<file path="config.mk">
export PLATFORM = sky130hd
export DESIGN_NAME = light_dimmer_ctrl_flat
export DESIGN_NICKNAME = d
export VERILOG_FILES = /design/src/rtl/light_dimmer_ctrl_if.sv /design/src/rtl/light_dimmer_ctrl.sv /design/src/flat_wrapper.sv
export SDC_FILE = /design/constraint.sdc
export NUM_CORES = 1
export LEC_CHECK = 0
export CORE_UTILIZATION = 30
export CTS_CLUSTER_DIAMETER = 120
export DETAILED_ROUTE_END_ITERATION = 6
export DONT_BUFFER_PORTS = 1
export PLACE_DENSITY = 0.42
export SLEW_MARGIN = 20
export SYNTH_ARGS = -nofsm -noshare
export SYNTH_HDL_FRONTEND = slang
export SYNTH_SLANG_ARGS = --single-unit
</file>
<file path="constraint.sdc">
create_clock -name i_clk -period 4.3 [get_ports i_clk]
set_clock_uncertainty 0.2 [all_clocks]
set_input_delay 0.86 -clock i_clk [delete_from_list [all_inputs] [get_ports i_clk]]
set_output_delay 0.86 -clock i_clk [all_outputs]
set_load 0.01 [all_outputs]
</file>
<file path="src/rtl/light_dimmer_ctrl_if.sv">
// Button/lamp side signal bundle for the dimmer: raw buttons and mode in, lamp drive and status out.
interface light_dimmer_ctrl_if #(
  parameter int PWM_BITS = 10,
  parameter int LEVELS   = 5
);
  logic                      i_btn_up;
  logic                      i_btn_down;
  logic                      i_btn_off;
  logic                      i_fade_en;
  logic                      o_pwm;
  logic [$clog2(LEVELS)-1:0] o_level;
  logic [PWM_BITS-1:0]       o_duty;
  logic                      o_busy;

  modport master (
    output i_btn_up, i_btn_down, i_btn_off, i_fade_en,
    input  o_pwm, o_level, o_duty, o_busy
  );

  modport slave (
    input  i_btn_up, i_btn_down, i_btn_off, i_fade_en,
    output o_pwm, o_level, o_duty, o_busy
  );
endinterface

</file>
<file path="src/rtl/light_dimmer_ctrl.sv">
// Single-lamp dimmer: debounced up/down/off buttons, saturating level, optional soft fade, PWM drive.
// Debounce timing: a raw change first sampled at rising edge k, held stable, raises the press pulse
// after edge k+DEBOUNCE_CYCLES+1; the level register moves at edge k+DEBOUNCE_CYCLES+2.
//
// Fade engine states:
//   state     | meaning
//   IDLE      | applied duty equals target, nothing to do
//   RAMP_UP   | duty below target, raised at each PWM period boundary
//   RAMP_DOWN | duty above target, lowered at each PWM period boundary
module light_dimmer_ctrl #(
  parameter int CLK_DIV         = 100,
  parameter int PWM_BITS        = 10,
  parameter int LEVELS          = 5,
  parameter int DEBOUNCE_CYCLES = 1000000,
  parameter int FADE_STEP       = 8
) (
  input  logic                i_clk,
  input  logic                i_reset,
  light_dimmer_ctrl_if.slave  bus
);

  localparam int LVL_W = $clog2(LEVELS);
  localparam int PS_W  = (CLK_DIV > 1) ? $clog2(CLK_DIV) : 1;
  localparam int DB_W  = $clog2(DEBOUNCE_CYCLES + 1);
  localparam int MAX_I = (1 << PWM_BITS) - 1;

  localparam logic [PWM_BITS-1:0] MAX      = {PWM_BITS{1'b1}};
  localparam logic [PWM_BITS-1:0] STEP_N   = PWM_BITS'(FADE_STEP);
  localparam logic [PWM_BITS:0]   STEP_W   = (PWM_BITS+1)'(FADE_STEP);
  localparam logic [PS_W-1:0]     PS_LAST  = PS_W'(CLK_DIV - 1);
  localparam logic [DB_W-1:0]     DB_LOAD  = DB_W'(DEBOUNCE_CYCLES - 1);
  localparam logic [LVL_W-1:0]    LVL_TOP  = LVL_W'(LEVELS - 1);

  typedef enum logic [1:0] {
    IDLE      = 2'd0,
    RAMP_UP   = 2'd1,
    RAMP_DOWN = 2'd2
  } fade_state_t;

  // bit 0 = up, bit 1 = down, bit 2 = off
  logic [2:0]            w_raw;
  logic [2:0]            r_sync1;
  logic [2:0]            r_sync2;
  logic [2:0]            r_acc;
  logic [2:0]            r_pulse;
  logic [2:0][DB_W-1:0]  r_db_cnt;

  logic [LVL_W-1:0]      r_level;
  logic [PS_W-1:0]       r_presc;
  logic [PWM_BITS-1:0]   r_cnt;
  logic [PWM_BITS-1:0]   r_duty;
  logic                  r_pwm;
  logic                  r_busy;
  fade_state_t           r_state;

  logic                  w_tick;
  logic                  w_pb;
  logic [PWM_BITS-1:0]   w_cnt_next;
  logic [PWM_BITS-1:0]   w_target;
  logic [PWM_BITS-1:0]   w_target_tbl [LEVELS];
  logic [PWM_BITS-1:0]   w_duty_next;
  logic [PWM_BITS:0]     w_sum;
  logic [PWM_BITS:0]     w_floor;
  fade_state_t           w_state_next;

  assign w_raw = {bus.i_btn_off, bus.i_btn_down, bus.i_btn_up};

  // Stability timer reloads while the synchronised input agrees with the accepted state,
  // so any bounce back restarts the full wait.
  always_ff @(posedge i_clk or negedge i_reset) begin
    if (!i_reset) begin
      r_sync1  <= '0;
      r_sync2  <= '0;
      r_acc    <= '0;
      r_pulse  <= '0;
      r_db_cnt <= '0;
    end else begin
      r_sync1 <= w_raw;
      r_sync2 <= r_sync1;
      for (int b = 0; b < 3; b++) begin
        r_pulse[b] <= 1'b0;
        if (r_sync2[b] == r_acc[b]) begin
          r_db_cnt[b] <= DB_LOAD;
        end else if (r_db_cnt[b] != '0) begin
          r_db_cnt[b] <= r_db_cnt[b] - DB_W'(1);
        end else begin
          r_acc[b]    <= r_sync2[b];
          r_pulse[b]  <= r_sync2[b];
          r_db_cnt[b] <= DB_LOAD;
        end
      end
    end
  end

  always_ff @(posedge i_clk or negedge i_reset) begin
    if (!i_reset) begin
      r_level <= '0;
    end else if (r_pulse[2]) begin
      r_level <= '0;
    end else if (r_pulse[1]) begin
      if (r_level != '0) r_level <= r_level - LVL_W'(1);
    end else if (r_pulse[0]) begin
      if (r_level != LVL_TOP) r_level <= r_level + LVL_W'(1);
    end
  end

  for (genvar g = 0; g < LEVELS; g++) begin : g_target
    assign w_target_tbl[g] = PWM_BITS'((g * MAX_I) / (LEVELS - 1));
  end

  assign w_target = w_target_tbl[r_level];

  assign w_tick     = (r_presc == PS_LAST);
  assign w_pb       = w_tick && (r_cnt == MAX);
  assign w_cnt_next = w_tick ? r_cnt + PWM_BITS'(1) : r_cnt;

  always_ff @(posedge i_clk or negedge i_reset) begin
    if (!i_reset) begin
      r_presc <= '0;
      r_cnt   <= '0;
    end else begin
      r_presc <= w_tick ? '0 : r_presc + PS_W'(1);
      r_cnt   <= w_cnt_next;
    end
  end

  always_ff @(posedge i_clk or negedge i_reset) begin
    if (!i_reset) begin
      r_state <= IDLE;
      r_busy  <= 1'b0;
      r_duty  <= '0;
      r_pwm   <= 1'b0;
    end else begin
      r_state <= w_state_next;
      r_busy  <= (w_state_next != IDLE);
      r_duty  <= w_duty_next;
      r_pwm   <= (w_duty_next == MAX) || (w_cnt_next < w_duty_next);
    end
  end

  // A direction mismatch is resolved before any duty update, so a reversed target never jumps.
  always_comb begin
    w_state_next = r_state;
    w_duty_next  = r_duty;
    w_sum        = {1'b0, r_duty} + STEP_W;
    w_floor      = {1'b0, w_target} + STEP_W;
    case (r_state)
      IDLE: begin
        if (w_target > r_duty)      w_state_next = RAMP_UP;
        else if (w_target < r_duty) w_state_next = RAMP_DOWN;
      end
      RAMP_UP: begin
        if (w_target < r_duty) begin
          w_state_next = RAMP_DOWN;
        end else if (w_target == r_duty) begin
          w_state_next = IDLE;
        end else if (w_pb) begin
          if (!bus.i_fade_en || (w_sum >= {1'b0, w_target})) begin
            w_duty_next  = w_target;
            w_state_next = IDLE;
          end else begin
            w_duty_next  = w_sum[PWM_BITS-1:0];
          end
        end
      end
      RAMP_DOWN: begin
        if (w_target > r_duty) begin
          w_state_next = RAMP_UP;
        end else if (w_target == r_duty) begin
          w_state_next = IDLE;
        end else if (w_pb) begin
          if (!bus.i_fade_en || ({1'b0, r_duty} <= w_floor)) begin
            w_duty_next  = w_target;
            w_state_next = IDLE;
          end else begin
            w_duty_next  = r_duty - STEP_N;
          end
        end
      end
      default: begin
        w_state_next = IDLE;
      end
    endcase
  end

  assign bus.o_pwm   = r_pwm;
  assign bus.o_level = r_level;
  assign bus.o_duty  = r_duty;
  assign bus.o_busy  = r_busy;

endmodule

</file>
<file path="src/flat_wrapper.sv">
// flat-port wrapper written by rule: the top's interface ports become plain ports
module light_dimmer_ctrl_flat 
#(
  parameter int CLK_DIV         = 100,
  parameter int PWM_BITS        = 10,
  parameter int LEVELS          = 5,
  parameter int DEBOUNCE_CYCLES = 1000000,
  parameter int FADE_STEP       = 8
)
  (i_clk, i_reset, bus_i_btn_up, bus_i_btn_down, bus_i_btn_off, bus_i_fade_en, bus_o_pwm, bus_o_level, bus_o_duty, bus_o_busy);
  light_dimmer_ctrl_if #(.PWM_BITS(PWM_BITS), .LEVELS(LEVELS)) bus_i ();
  input  logic i_clk;
  input  logic i_reset;
  input wire logic [$bits(bus_i.i_btn_up)-1:0] bus_i_btn_up;
  input wire logic [$bits(bus_i.i_btn_down)-1:0] bus_i_btn_down;
  input wire logic [$bits(bus_i.i_btn_off)-1:0] bus_i_btn_off;
  input wire logic [$bits(bus_i.i_fade_en)-1:0] bus_i_fade_en;
  output wire logic [$bits(bus_i.o_pwm)-1:0] bus_o_pwm;
  output wire logic [$bits(bus_i.o_level)-1:0] bus_o_level;
  output wire logic [$bits(bus_i.o_duty)-1:0] bus_o_duty;
  output wire logic [$bits(bus_i.o_busy)-1:0] bus_o_busy;
  assign bus_i.i_btn_up = bus_i_btn_up;
  assign bus_i.i_btn_down = bus_i_btn_down;
  assign bus_i.i_btn_off = bus_i_btn_off;
  assign bus_i.i_fade_en = bus_i_fade_en;
  assign bus_o_pwm = bus_i.o_pwm;
  assign bus_o_level = bus_i.o_level;
  assign bus_o_duty = bus_i.o_duty;
  assign bus_o_busy = bus_i.o_busy;
  light_dimmer_ctrl #(.CLK_DIV(CLK_DIV), .PWM_BITS(PWM_BITS), .LEVELS(LEVELS), .DEBOUNCE_CYCLES(DEBOUNCE_CYCLES), .FADE_STEP(FADE_STEP)) u_core (.i_clk(i_clk), .i_reset(i_reset), .bus(bus_i));
endmodule
</file>
==> key figures, run 1 <==
STA
  – Slew @ Worst Pin: 0.781 ns
  – Slew Viols, Final: 0
  – Tcrit/Tclk final: 1.04
  – Slew HR: 0.474
  – Fin. Hold Viols: 0
  – Final Setup Violations: 1
  – Fin crit period: 4.46 ns
  – RSZ-0062 raised after global routing: true
  – Max Fclk: 0.224 GHz
  – Final worst setup slack: -0.155 ns

Synth
  – Primary FF master, synth: dfrtp_1
  – Simple-gate share of the synthesized area: 0.218
  – Distinct cells, synth: 62
  – Number of flops mapped to enable cells by yosys: 0
  – #FFs+latches synth: 106
  – Post-synthesis adder-cell area fraction: 0.0952
  – Main combinational cell family by area after synthesis: simple AND/OR/NAND/NOR gates
  – Seq/Total Area, Yosys: 0.424
  – Post-synthesis mux area share: 0.0104
  – Number of synthesis warnings: 0
  – Synth Area in Compound Gates: 0.127
  – Synth async-reset ratio: 1.00
  – Mapped Cells: 659
  – Syn Area/Cell: 9.49 µm²
  – Xor/xnor share of the synthesized area: 0.0980
  – Syn Nets: 712
  – Synthesized area: 6260 µm²

Setup path
  – CP Class: reg2reg
  – Setup crit start kind: register
  – Critical Path AT: 4.52 ns
  – Setup crit end kind: register
  – Critical Path RT: 4.36 ns
  – Crit path max fanout: 5

Placement
  – Routability Congestion: 0.889
  – DP Worst Slack: -0.453 ns
  – Port Buffer Count: 0
  – Final HPWL DP: 12.0 mm

Global routing
  – Largest net degree at the start of global routing: 107
  – First-pass GRT wire length: 26.8 mm
  – Vias in the first global route: 5146
  – Initial antenna violation count: 0
  – Gr ovfl total: 0
  – GRT Overall Usage: 0.159

Floorplanning
  – # rows: 52
  – Die height: 146 µm
  – Die X: 146 µm
  – I/O pin total: 21
  – Initial core utilization: 0.307
  – Die Footprint: 21400 µm²
  – Core Area: 20400 µm²

Clocking
  – CTS tree: done
  – Clk pin slew, worst setup/hold paths: 0.07 ns
  – CTS sink cnt: 106
  – Max Buffers Root-to-Sink: 2
  – Clock Latency Late Sink: 0.36 ns
  – CTS Buf Count: 9
  – Root Buffer: clkbuf_16
  – H-tree depth: 3

Min path
  – Hold Crit Class: reg2reg

Status
  – Outcome: complete, but fails checks
  – Failing checks: setup timing

Final layout
  – Final #Nets: 805
  – Final core occ: 0.386
  – ANT cells: 0
  – Area delta synth->final: 25.5%
  – Layout cells sized above 1: 0.217

Route
  – Total Wirelength: 16.2 mm
  – Routed Antenna Nets: 0
  – Drt wl/cell: 15.8 µm
  – Initial DRT Pass Iterations: 5
  – Vias per cell: 4.97
  – Post-route DRC: 0
  – Via count: 5104
  – Initial DRC count: 335

Pwr
  – Pwr per Cell Area: 246 nW/µm²
  – Total power: 1.93 mW
  – Pleak: 3.32 nW
  – Max VDD drop: 0.000194 V

Run
  – Max-Cap Viols: 0
==> final cells by class <==
class | count | area (µm²)
inverter | 33 | 129
tap | 270 | 338
multi-input combinational | 508 | 3690
fill | 2028 | 12500
sequential | 106 | 2660
clock buffer | 9 | 225
clock inverter | 6 | 75.1
timing repair buffer | 94 | 738
==> sequential cells by signal, summed over array words and instances (netlist names) <==
register            cells
u_core.bus.o_busy       1
u_core.bus.o_duty      10
u_core.bus.o_level      3
u_core.bus.o_pwm        1
u_core.r_acc            3
u_core.r_cnt           10
u_core.r_db_cnt        60
u_core.r_presc          7
u_core.r_pulse          3
u_core.r_state          2
u_core.r_sync1          3
u_core.r_sync2          3
==> where the power goes <==
part	switching [mW]	internal, mW	leakage (nW)
combinational	0.0437	0.0182	1.93
sequential	0.00852	1.01	1.24
clock	0.399	0.459	0.150
total	0.452	1.48	3.32
==> layout by cell type, fill, tap and decap left out, drive strengths merged, types with 14 or more instances in the layout <==
| cell type | count |
|---|---|
| a21oi | 27 |
| buf | 94 |
| dfrtp | 106 |
| ha | 46 |
| inv | 36 |
| nand2 | 74 |
| nand3 | 27 |
| nor2 | 60 |
| nor3 | 21 |
| nor4 | 14 |
| o21ai | 23 |
| xnor2 | 46 |
| xor2 | 24 |
==> per-layer routing <==
metal	track usage	up-vias	share of wire
met4	0.0469	0	0.015
met3	0.0341	18	0.040
met2	0.258	89	0.48
met1	0.211	2471	0.47
li1	-	2526	-
met5	0	-	0
==> worst paths after layout <==
check                                startpoint                   end  slack (ns)  cells past startpoint
min in group asynchronous               i_reset  u_core.bus.o_duty[8]        0.18                      1
min                           u_core.r_sync1[2]     u_core.r_sync2[2]        0.15                      0
min reg2reg                   u_core.r_sync1[2]     u_core.r_sync2[2]        0.15                      0
max reg2reg                u_core.bus.o_duty[3]      u_core.bus.o_pwm       -0.16                     23
max in group asynchronous               i_reset  u_core.bus.o_duty[3]        3.18                      1
max                        u_core.bus.o_duty[3]      u_core.bus.o_pwm       -0.16                     23
==> per-stage QoR <==
| step | setup TNS (ns) | hold slack [ns] | cell area, µm² | cells |
|---|---|---|---|---|
| 2_1_floorplan | -0.0703 | 0.131 | 6340 | 659 |
| 3_3_place_gp | -0.371 | 0.136 | 7260 | 1003 |
| 3_5_place_dp | -0.453 | 0.135 | 7260 | 1003 |
| 4_1_cts | -0.204 | 0.154 | 7660 | 1021 |
| 5_1_grt | -0.367 | 0.176 | 7850 | 1026 |
| 6_report | -0.155 | 0.151 | 7850 | 1026 |
==> synth_stat cells (all sizes together), types with 10 or more instances <==
master	instances	area, µm²
dfrtp	106	2650
nand2	74	278
nor2	60	225
ha	46	576
xnor2	46	403
inv	33	124
a21oi	27	135
nand3	27	135
xor2	24	210
o21ai	23	115
nor3	21	115
nor4	14	87.6
a21o	11	82.6
clkbuf	10	37.5
==> repair_timing <==
action                                 CTS  global route
endpoints found under the hold margin  106             0
hold buffers                             1             0
pin swaps                                9            15
gates cloned                             0             0
setup buffers                            2             5
gates resized for setup                 13            26
setup endpoints to repair                1             1
==> logic make-up after synthesis <==
group | count (synthesis)
adders and majority gates | 47
AOI/OAI and AO/OA | 117
xor gates and xnor gates | 70
DFF | 106
buffers and inverters | 45
muxes | 6
and+or+nand+nor | 268
==> worst max-delay path, stage by stage, from the launching register on <==
cell and delay (ns):
dfrtp_2 0.43, buf_4 0.14, buf_4 0.15, inv_1 0.12, ha_4 0.23, ha_1 0.30, a21oi_1 0.12, o21ai_0 0.11
a21o_1 0.22, a21o_1 0.22, a32oi_1 0.17, nor2_1 0.08, a31oi_2 0.22, nand2_2 0.10, inv_2 0.08, ha_4 0.20
a21o_1 0.17, a21o_1 0.17, a21o_1 0.17, a21o_1 0.17, or3_1 0.32, a22oi_2 0.14, nor3_2 0.06, o31ai_1 0.07
Note: power is estimated with default switching activity, not from simulation.
==> inputs of run 2 (changes only) <==
CORE_ASPECT_RATIO = 0.9   (was default)
==> run 2 against run 1 <==
The flow still finishes with violations (setup timing). Total power is 2.7% higher. Global-route usage decreased by 0.059 points. Die area about the same. Routed wire length shrank 1.5%. Via count shrank 0.20%. Clock power is 6.3% higher. Sequential power about the same. Cell area down 1.3%. Critical path type unchanged. Non-clock buffer count is the same. Cell count down 1.4%. Clock-buffer cell count is 1 higher. Highest routed layer unchanged.
==> key figures, run 2 (same netlist as run 1, synthesis figures left out) <==
Placement
  – DP Worst Slack: -0.337 ns (+0.116 ns)
  – Routability Congestion: 0.900 (+1.3%)
  – Final HPWL DP: 12.0 mm (-0.49%)
  – Cells after DPL: 989 (-1.4%)
  – Cell Area, Placed: 7250 µm² (-0.16%)
  – Port Buffer Count: 0 (unchanged)

Clocking
  – CTS sink cnt: 106 (unchanged)
  – Root Buffer: clkbuf_16
  – CTS tree: done
  – Clock Latency Late Sink: 0.36 ns (about the same)
  – H-tree depth: 3 (unchanged)
  – Max Buffers Root-to-Sink: 2 (unchanged)
  – Clk pin slew, worst setup/hold paths: 0.08 ns (about the same)
  – CTS Buf Count: 9 (unchanged)

Setup path
  – Critical path, cell by cell: or3_4 -> buf_4 -> ha_4 -> and4_1 -> nand4_1 -> and2_4 -> and2_1 -> o21ai_0 -> a21oi_1 -> o22ai_1 -> or2_2 -> inv_1 -> ha_1 -> a21o_1 -> a21o_1 -> a21o_1 -> a21o_1 -> or3_1 -> a22oi_2 -> nor3_2 -> o31ai_1
  – Slowest stage cell, crit path: or3_4
  – RR Startpoint: u_core.bus.o_level[0]
  – Crit path max fanout: 7 (+2)
  – Worst path max stage delay: 0.44 ns (about the same)
  – Setup crit start kind: register
  – Critical Path RT: 4.35 ns (about the same)
  – Most used cell, CP: a21o_1
  – Critical Path AT: 4.53 ns (about the same)
  – Crit path launch: u_core.bus.o_level[0]
  – Setup crit end kind: register
  – CP Class: reg2reg

Route
  – Drt wl/cell: 15.7 µm (-0.17%)
  – Met2 Routed Length: 7.46 mm (-3.3%)
  – Vias per cell: 5.03 (+1.2%)
  – Initial DRC count: 234 (-30%)
  – Total Wirelength: 15.9 mm (-1.5%)
  – Initial DRT Pass Iterations: 4 (-1)
  – Met1 wire length: 7.55 mm (-0.37%)
  – Top sig layer: met4
  – Routed Antenna Nets: 0 (unchanged)
  – Via count: 5094 (-0.20%)
  – Post-route DRC: 0 (unchanged)
  – Routed wl met3: 703 µm (+9.2%)

Final layout
  – Area of the multi-input gates: 3580 µm² (-3.1%)
  – ANT cells: 0 (unchanged)
  – Largest Register: u_core.r_db_cnt
  – Commonest non-fill, non-tap cell in the layout: dfrtp_1
  – Max reg flops: 60 (unchanged)
  – Finished Layout Cells: 1012 (-1.4%)
  – Final core occ: 0.383 (-0.00261)
  – Layout cells sized above 1: 0.198 (-0.0188)
  – Most frequent cells in the layout: dfrtp_1 (101), buf_4 (91), nand2_1 (73), nor2_1 (58), xnor2_1 (45)
  – Cell area after layout: 7750 µm² (-1.3%)
  – Reg area: 2660 µm² (unchanged)
  – Final #Nets: 805 (unchanged)
  – # fillers: 2033 (+0.25%)
  – Area delta synth->final: 23.9%

Min path
  – Hold Crit Class: reg2reg
  – Hold Crit Start: u_core.r_sync1[2]

STA
  – Final worst setup slack: -0.180 ns (-0.0250 ns)
  – RSZ-0062 raised after global routing: true
  – Slew Viols, Final: 0 (unchanged)
  – Slew @ Worst Pin: 0.701 ns (-0.0801 ns)
  – Fin. Hold Viols: 0 (unchanged)
  – Slew HR: 0.528 (+0.0539)
  – Tcrit/Tclk final: 1.04 (+0.00581)
  – Max Fclk: 0.223 GHz (-0.56%)
  – Fin crit period: 4.48 ns (+0.0250 ns)
  – Final Setup Violations: 1 (unchanged)

Floorplanning
  – Die Footprint: 21400 µm² (about the same)
  – Die height: 139 µm (-5.1%)
  – # rows: 49 (-5.8%)
  – Core Area: 20200 µm² (-0.65%)
  – Die X: 154 µm (+5.3%)
  – Initial core utilization: 0.309 (+0.00201)
  – I/O pin total: 21 (unchanged)

Global routing
  – First-pass GRT wire length: 26.8 mm (about the same)
  – Gr ovfl total: 0 (unchanged)
  – GRT Overall Usage: 0.158 (-0.000593)
  – Largest net degree at the start of global routing: 107 (unchanged)
  – Initial antenna violation count: 0 (unchanged)
  – Vias in the first global route: 5083 (-1.2%)

Status
  – Failing checks: setup timing
  – Outcome: complete, but fails checks

Pwr
  – Max VDD drop: 0.000153 V (-21%)
  – Pleak: 3.28 nW (-1.1%)
  – Pwr per Cell Area: 256 nW/µm² (+4.1%)

Run
  – Max-Cap Viols: 0 (unchanged)
## run 2: cell count changes in the layout (fill, tap and decap cells not counted), moves of 2 or more
cell      delta
a21oi_2      +2
a21oi_4      -2
buf_6        +2
clkinv_8     +2
ha_1         +3
ha_4         -3
nand2_1      +2
nand2_2      -2
o21ai_0      +2
o21ai_2      -2
## run 2: routing by layer
metal  track usage  up-vias
met4        0.0468        0
met2         0.256       86
met1         0.209     2462
met5             0        -
met3        0.0356       17
li1              -     2529
## run 2: path summary, 6_finish.rpt
check,to,slack (ns),depth (start not counted)
min in group asynchronous,u_core.r_db_cnt[42],0.21,1
min reg2reg,u_core.r_sync2[2],0.16,0
max,u_core.bus.o_pwm,-0.18,21
min,u_core.r_sync2[2],0.16,0
max reg2reg,u_core.bus.o_pwm,-0.18,21
max in group asynchronous,u_core.bus.o_duty[3],3.19,1
## run 2: layout make-up
type / instances / area share
sequential: 106 / 0.343
clock inverter: 6 / 0.0121
tap: 255 / 0.0412
timing repair buffer: 94 / 0.0946
inverter: 33 / 0.0166
clock buffer: 10 / 0.0308
multi-input combinational: 508 / 0.462
## run 2: what timing repair did
action                     4_1_cts  5_1_grt
hold buffers                     1        0
pin swaps                        5        7
setup buffers                    4        2
gates resized for setup          6       15
setup endpoints to repair        1        1
hold endpoints to repair       106        0
## run 2: where the power goes
group	switching, mW	internal (mW)	leakage, nW	total, mW
Combinational	0.0436	0.0163	1.88	0.0599
Clock	0.424	0.489	0.163	0.913
Sequential	0.00816	1.01	1.24	1.01
## run 2: worst max-delay path: cells and delay by family (launching register included)
family / cells / cell delay, ns
AND/OR/NAND/NOR: 8 / 1.81
adder cells (fa/ha/maj): 2 / 0.46
AO/OA/AOI/OAI: 9 / 1.29
flip-flops: 1 / 0.40
buffers and inverters: 2 / 0.22
## run 2: metrics by stage
step,hold WS (ns),setup TNS (ns),power (mW)
finish,0.158,-0.180,1.99
global placement,0.134,-0.348,1.07
floorplan,0.131,-0.0703,1.06
CTS,0.163,-0.203,2.03
detailed placement,0.143,-0.337,1.07
global route,0.175,-0.409,2.07
